===== config.mk =====
export PLATFORM = sky130hd
export DESIGN_NAME = sha256_multiblock_core
export DESIGN_NICKNAME = d
export VERILOG_FILES = /design/src/rtl/sha256_multiblock_core.sv
export SDC_FILE = /design/constraint.sdc
export NUM_CORES = 2
export LEC_CHECK = 0
export CORE_ASPECT_RATIO = 0.8
export CORE_UTILIZATION = 60
export CTS_CLUSTER_DIAMETER = 100
export DETAILED_ROUTE_END_ITERATION = 16
export PLACE_DENSITY = 0.82
export SKIP_LAST_GASP = 1
export SLEW_MARGIN = 5
export SYNTH_ARGS = -nofsm -noshare
export SYNTH_HDL_FRONTEND = slang
export SYNTH_SLANG_ARGS = --single-unit
export TNS_END_PERCENT = 100

===== constraint.sdc =====
create_clock -name clk -period 25.1 [get_ports clk]
set_clock_uncertainty 0.05 [all_clocks]
set_input_delay 5.02 -clock clk [delete_from_list [all_inputs] [get_ports clk]]
set_output_delay 5.02 -clock clk [all_outputs]
set_load 0.02 [all_outputs]

===== src/rtl/sha256_multiblock_core.sv =====
// -----------------------------------------------------------------------------
// sha256_multiblock_core
//
// Hashes a run of 1..MAX_BLOCKS pre-padded 512-bit blocks. The bench or the
// padder streams the blocks in as 32-bit words. The intermediate hash is
// chained between blocks. COMPUTE executes UNROLL rounds per clock.
//
// Handshake: a word moves on every rising edge where w_valid && w_ready.
// w_ready depends only on the FSM state; it is high exactly in LOAD.
// w_valid may drop for any number of cycles. A word presented while
// w_ready is low stays with the producer.
//
// Parameters
//   MAX_BLOCKS  largest block count per run (larger requests are clamped)
//   UNROLL      rounds per COMPUTE cycle: 1, 2 or 4
//
// Ports
//   clk          rising-edge clock
//   reset        synchronous active-high reset
//   start        begin a run (honoured only in IDLE or DONE)
//   block_count  blocks in this run, sampled with start
//   H_in         initial hash H0..H7 (H0 in [255:224]), sampled with start
//   w_data       message word, big-endian, word 0 of each block first
//   w_valid      w_data valid
//   w_ready      core takes a word this cycle
//   H_out        hash registers; the final digest while done=1
//   busy         high in LOAD/COMPUTE/UPDATE
//   done         level, high in DONE
//   dbg_state_o  current FSM state (state_t encoding)
// -----------------------------------------------------------------------------
module sha256_multiblock_core #(
    parameter int MAX_BLOCKS = 4,
    parameter int UNROLL     = 1,
    localparam int BCW       = $clog2(MAX_BLOCKS + 1)
) (
    input  logic             clk,
    input  logic             reset,
    input  logic             start,
    input  logic [BCW-1:0]   block_count,
    input  logic [255:0]     H_in,
    input  logic [31:0]      w_data,
    input  logic             w_valid,
    output logic             w_ready,
    output logic [255:0]     H_out,
    output logic             busy,
    output logic             done,
    output logic [2:0]       dbg_state_o
);

    typedef enum logic [2:0] {
        S_IDLE    = 3'd0,
        S_LOAD    = 3'd1,
        S_COMPUTE = 3'd2,
        S_UPDATE  = 3'd3,
        S_DONE    = 3'd4
    } state_t;

    localparam logic [31:0] K_ROM [64] = '{
        32'h428a2f98, 32'h71374491, 32'hb5c0fbcf, 32'he9b5dba5,
        32'h3956c25b, 32'h59f111f1, 32'h923f82a4, 32'hab1c5ed5,
        32'hd807aa98, 32'h12835b01, 32'h243185be, 32'h550c7dc3,
        32'h72be5d74, 32'h80deb1fe, 32'h9bdc06a7, 32'hc19bf174,
        32'he49b69c1, 32'hefbe4786, 32'h0fc19dc6, 32'h240ca1cc,
        32'h2de92c6f, 32'h4a7484aa, 32'h5cb0a9dc, 32'h76f988da,
        32'h983e5152, 32'ha831c66d, 32'hb00327c8, 32'hbf597fc7,
        32'hc6e00bf3, 32'hd5a79147, 32'h06ca6351, 32'h14292967,
        32'h27b70a85, 32'h2e1b2138, 32'h4d2c6dfc, 32'h53380d13,
        32'h650a7354, 32'h766a0abb, 32'h81c2c92e, 32'h92722c85,
        32'ha2bfe8a1, 32'ha81a664b, 32'hc24b8b70, 32'hc76c51a3,
        32'hd192e819, 32'hd6990624, 32'hf40e3585, 32'h106aa070,
        32'h19a4c116, 32'h1e376c08, 32'h2748774c, 32'h34b0bcb5,
        32'h391c0cb3, 32'h4ed8aa4a, 32'h5b9cca4f, 32'h682e6ff3,
        32'h748f82ee, 32'h78a5636f, 32'h84c87814, 32'h8cc70208,
        32'h90befffa, 32'ha4506ceb, 32'hbef9a3f7, 32'hc67178f2
    };

    // Clamp value of block_count, converted once to the port width.
    localparam logic [BCW-1:0] MAX_BC = BCW'(MAX_BLOCKS);
    // rnd_q value at the start of the final COMPUTE cycle.
    localparam logic [6:0] LAST_RND = 7'(64 - UNROLL);
    localparam logic [6:0] RND_STEP = 7'(UNROLL);

    function automatic logic [31:0] rotr(input logic [31:0] x, input int n);
        return (x >> n) | (x << (32 - n));
    endfunction

    function automatic logic [31:0] bsig0(input logic [31:0] x);
        return rotr(x, 2) ^ rotr(x, 13) ^ rotr(x, 22);
    endfunction

    function automatic logic [31:0] bsig1(input logic [31:0] x);
        return rotr(x, 6) ^ rotr(x, 11) ^ rotr(x, 25);
    endfunction

    function automatic logic [31:0] ssig0(input logic [31:0] x);
        return rotr(x, 7) ^ rotr(x, 18) ^ (x >> 3);
    endfunction

    function automatic logic [31:0] ssig1(input logic [31:0] x);
        return rotr(x, 17) ^ rotr(x, 19) ^ (x >> 10);
    endfunction

    state_t          state_q, state_d;
    logic [31:0]     h_q [8];
    logic [31:0]     h_d [8];
    logic [31:0]     v_q [8];        // working variables a..h
    logic [31:0]     v_d [8];
    logic [31:0]     w_q [16];       // schedule window, w_q[0] = W[t]
    logic [31:0]     w_d [16];
    logic [3:0]      word_cnt_q, word_cnt_d;
    logic [6:0]      rnd_q, rnd_d;
    logic [BCW-1:0]  blocks_left_q, blocks_left_d;

    // Round datapath temporaries
    logic [31:0]     ra, rb, rc, rd, re, rf, rg, rh;
    logic [31:0]     t1, t2, wn;
    logic [31:0]     win [16];

    always_ff @(posedge clk) begin
        if (reset) begin
            state_q       <= S_IDLE;
            word_cnt_q    <= '0;
            rnd_q         <= '0;
            blocks_left_q <= '0;
            for (int i = 0; i < 8; i++) begin
                h_q[i] <= '0;
                v_q[i] <= '0;
            end
            for (int j = 0; j < 16; j++) begin
                w_q[j] <= '0;
            end
        end else begin
            state_q       <= state_d;
            word_cnt_q    <= word_cnt_d;
            rnd_q         <= rnd_d;
            blocks_left_q <= blocks_left_d;
            h_q           <= h_d;
            v_q           <= v_d;
            w_q           <= w_d;
        end
    end

    always_comb begin
        state_d       = state_q;
        h_d           = h_q;
        v_d           = v_q;
        w_d           = w_q;
        word_cnt_d    = word_cnt_q;
        rnd_d         = rnd_q;
        blocks_left_d = blocks_left_q;
        ra  = v_q[0];
        rb  = v_q[1];
        rc  = v_q[2];
        rd  = v_q[3];
        re  = v_q[4];
        rf  = v_q[5];
        rg  = v_q[6];
        rh  = v_q[7];
        t1  = '0;
        t2  = '0;
        wn  = '0;
        win = w_q;

        case (state_q)
            S_IDLE, S_DONE: begin
                if (start) begin
                    for (int i = 0; i < 8; i++) begin
                        h_d[i] = H_in[255 - 32*i -: 32];
                    end
                    blocks_left_d = (block_count > MAX_BC) ? MAX_BC : block_count;
                    word_cnt_d    = '0;
                    rnd_d         = '0;
                    // An empty run reports H_in as the digest directly.
                    state_d = (block_count == '0) ? S_DONE : S_LOAD;
                end
            end

            S_LOAD: begin
                if (w_valid) begin
                    // Shift in at the top; after 16 words, w_q[0] is word 0.
                    for (int j = 0; j < 15; j++) begin
                        w_d[j] = w_q[j + 1];
                    end
                    w_d[15]    = w_data;
                    word_cnt_d = word_cnt_q + 4'd1;
                    if (word_cnt_q == 4'd15) begin
                        v_d     = h_q;
                        rnd_d   = '0;
                        state_d = S_COMPUTE;
                    end
                end
            end

            S_COMPUTE: begin
                for (int i = 0; i < UNROLL; i++) begin
                    t1 = rh + bsig1(re) + ((re & rf) ^ (~re & rg))
                       + K_ROM[rnd_q[5:0] + 6'(i)] + win[0];
                    t2 = bsig0(ra) + ((ra & rb) ^ (ra & rc) ^ (rb & rc));
                    rh = rg;
                    rg = rf;
                    rf = re;
                    re = rd + t1;
                    rd = rc;
                    rc = rb;
                    rb = ra;
                    ra = t1 + t2;
                    // W[t+16] from the window holding W[t..t+15]. Words made
                    // during the final rounds are never used.
                    wn = ssig1(win[14]) + win[9] + ssig0(win[1]) + win[0];
                    for (int j = 0; j < 15; j++) begin
                        win[j] = win[j + 1];
                    end
                    win[15] = wn;
                end
                v_d[0] = ra;
                v_d[1] = rb;
                v_d[2] = rc;
                v_d[3] = rd;
                v_d[4] = re;
                v_d[5] = rf;
                v_d[6] = rg;
                v_d[7] = rh;
                w_d    = win;
                rnd_d  = rnd_q + RND_STEP;
                if (rnd_q == LAST_RND) begin
                    state_d = S_UPDATE;
                end
            end

            S_UPDATE: begin
                for (int i = 0; i < 8; i++) begin
                    h_d[i] = h_q[i] + v_q[i];
                end
                blocks_left_d = blocks_left_q - BCW'(1);
                word_cnt_d    = '0;
                rnd_d         = '0;
                state_d = (blocks_left_q == BCW'(1)) ? S_DONE : S_LOAD;
            end

            default: begin
                state_d = S_IDLE;
            end
        endcase
    end

    assign w_ready     = (state_q == S_LOAD);
    assign busy        = (state_q == S_LOAD) || (state_q == S_COMPUTE) ||
                         (state_q == S_UPDATE);
    assign done        = (state_q == S_DONE);
    assign H_out       = {h_q[0], h_q[1], h_q[2], h_q[3],
                          h_q[4], h_q[5], h_q[6], h_q[7]};
    assign dbg_state_o = state_q;

endmodule


==> impl_metrics.yaml <==
run_status:
  status: "completed"
sta:
  fmax_ghz: 0.101
  tns_ns: 0
  rsz0062_at_grt: "false"
  tightest_slew_ns: 1.28
  fin_crit_sh_pct: 39.4
  slew_headroom_pct: 14.6
  hold_viol_final: 0
  slew_violations: 0
  setup_viol: 0
  min_period_ns: 9.88
yosys:
  synth_nets: 9872
  synth_ff_type: "dfxtp_1"
  yosys.area.top_type: "dfxtp_1"
  async_flop_share_pct: 0
  netlist_area_mm2: 0.0684
  ys_ff_latch: 1041
  synth_top_cell_area_share_pct: 30.5
  synth_top_cells_by_area: "dfxtp_1 30%, nand2_1 11%, ha_1 7.3%, a21oi_1 6.6%, fa_1 5.8%"
  syn_inst: 8982
  avgSynthCellArea_um2: 7.62
  synth_common_cells: "2050 x nand2_1, 1041 x dfxtp_1, 908 x a21oi_1"
  synth_edf_count: 0
  synth_most_common_cell: "nand2_1"
  synth-seq-area-share_pct: 30.5
  synth_cell_types: 80
  synth_warnings: 0
critical_path:
  critPathRequiredTime_ns: 25.69
  crit_buf_inv: 6
  path_class: "reg -> reg"
  rr_endpoint: "v_q[255]$_SDFFE_PP0P_"
  worst_path_max_delay_cell: "ha_1"
  critPathMaxFanout: 26
  critical_path_depth: 34
  cp-start-kind: "flip-flop"
  max_stage_delay_ns: 1.00
  cp-end-kind: "flip-flop"
  startpoint: "rnd_q[0]$_SDFFE_PP0P_"
  cpLargestDelayFamily: "adder cells"
  critical_path_arrival_ns: 10.48
  ff2ff_path_depth: 34
  reg2reg_from: "rnd_q[0]$_SDFFE_PP0P_"
  critPathCapture: "v_q[255]$_SDFFE_PP0P_"
  rrSetupSlack_ns: 15.22
grt:
  grt_pass1_vias: 63425
  gr-total-overflow: 0
  antenna_found_initial: 20
  grt_pass1_wl_mm: 408
  grtUsageTotal_pct: 46.5
  grt_max_degree: 226
die:
  fp.dieArea_mm2: 0.115
  die_x_um: 380
  die_h_um: 304
  io_pins: 557
  start_util_pct: 60.7
  std_cell_rows: 110
  core_area_mm2: 0.113
clock_network:
  cts.path.max_buffers: 3
  cts_hold_buf: 0
  clock_sinks: 1041
  numCtsBuffers: 102
  cts_root_buf: "clkbuf_16"
  cts_setup_buffers: 0
  clkTransAtPathRegs_ns: 0.07
  htreeDepth: 3
  clock_latency_ns: 0.77
  cts_tree: "done"
  cts_resized: 0
routing:
  vias_per_cell: 6.51
  drtIter0Drc: 10488
  antenna_left: 0
  routedWlPerCell_um: 26.1
  drc: 0
  routed_wl_mm: 280
  vias: 69815
  drt_first_pass_iters: 8
power_and_ir_drop:
  p_per_area_mw_per_mm2: 50.6
  ir_drop_mv: 0.0620
  leakagePower_nw: 31.5
  p_total_mw: 3.95
place:
  port_buffers: 556
  hpwlAfterDp_mm: 212
  placed_cell_area_mm2: 0.0745
  gp_congestion: 1.14
cells_and_area:
  drive_gt1_share_pct: 4.06
  syn_to_final_growth_pct: 14.2
  nets: 10011
  postLayoutCellArea_mm2: 0.0781
hold_path:
  min_path_type: "reg -> reg"
  hold_path_startpoint: "w_q[13]$_SDFFE_PP0P_"
flow_run:
  maxCapViolCount: 0
==> per-layer routing <==
| layer | part of all wire [%] | up-vias | track usage, % | routed length (um) |
|---|---|---|---|---|
| met3 | 17 | 731 | 18.9 | 47500 |
| met4 | 4.5 | 14 | 18.1 | 12700 |
| li1 | - | 31071 | - | - |
| met2 | 38 | 4832 | 61.1 | 106000 |
| met1 | 40 | 33167 | 66.8 | 113000 |
| met5 | 0.032 | - | 0 | 90 |
==> cell type report <==
cell class | count | area [um^2]
Timing Repair Buffer | 655 | 6390
Fill cell | 9070 | 34600
Antenna cell | 7 | 17.5
Clock inverter | 51 | 729
Clock buffer | 137 | 2900
Multi-Input combinational cell | 6833 | 43500
Inverter | 488 | 1830
Tap cell | 1512 | 1890
Sequential cell | 1041 | 20800
==> cell families after synthesis <==
group | count (synthesis) | synth area share [%]
buffers and inverters | 1108 | 6.08
adder cells (fa/ha/maj) | 598 | 13.1
AO/OA/AOI/OAI | 2368 | 22.5
multiplexers | 95 | 1.52
XOR/XNOR | 557 | 7.13
AND/OR/NAND/NOR | 3215 | 19.2
flip-flops | 1041 | 30.5
==> flip-flops by register name (all words and copies together) (netlist names) <==
| register | count |
|---|---|
| H_out | 256 |
| v_q | 256 |
| word_cnt_q | 4 |
| w_q | 512 |
| blocks_left_q | 3 |
| rnd_q | 7 |
| dbg_state_o | 3 |
==> where the power goes <==
part	internal, mW	switching [mW]
sequential	1.69	0.0700
combinational	0.198	0.326
clock	0.937	0.730
total	2.83	1.13
==> worst reg2reg max path: cells and delay by family, from the launching register on <==
kind	cells	cell delay, ns
xor+xnor	2	0.64
flops	1	0.31
buf+inv	6	1.31
compound gates	12	2.78
simple gates	8	1.64
fa+ha+maj	6	3.06
==> how the worst min path moves through the flow <==
stage / end / slack [ns] / cells after the start
floorplan: w_q[48]$_SDFFE_PP0P_ / 0.38 / 2
global placement: w_q[38]$_SDFFE_PP0P_ / 0.38 / 2
detailed placement: w_q[203]$_SDFFE_PP0P_ / 0.39 / 2
CTS: w_q[45]$_SDFFE_PP0P_ / 0.38 / 2
global route: w_q[96]$_SDFFE_PP0P_ / 0.39 / 2
finish: w_q[45]$_SDFFE_PP0P_ / 0.39 / 2
==> stage by stage <==
stage | utilization [%] | worst slack (ns) | hold slack [ns] | std cells
final | 69.3 | 15.22 | 0.389 | 10724
after global routing | 69.3 | 14.81 | 0.394 | 10723
after CTS | 69.3 | 15.53 | 0.379 | 10717
after detailed placement | 66.1 | 15.62 | 0.392 | 10529
after global placement | 66.1 | 15.71 | 0.384 | 10529
after floorplan | - | 17.19 | 0.377 | 8982
==> cell usage in the layout, fill, tap and decap left out, drive strengths merged, types with 88 or more instances in the layout <==
cell type	instances
xor2	213
inv	490
buf	100
dfxtp	1041
fa	197
nor3	88
a21oi	909
ha	398
nand2	2050
a211oi	103
a311oi	406
clkdlybuf4s50	555
nor2	697
o21ai	307
xnor2	344
clkbuf	137
a21o	205
Power figures use the tool's default switching activity.
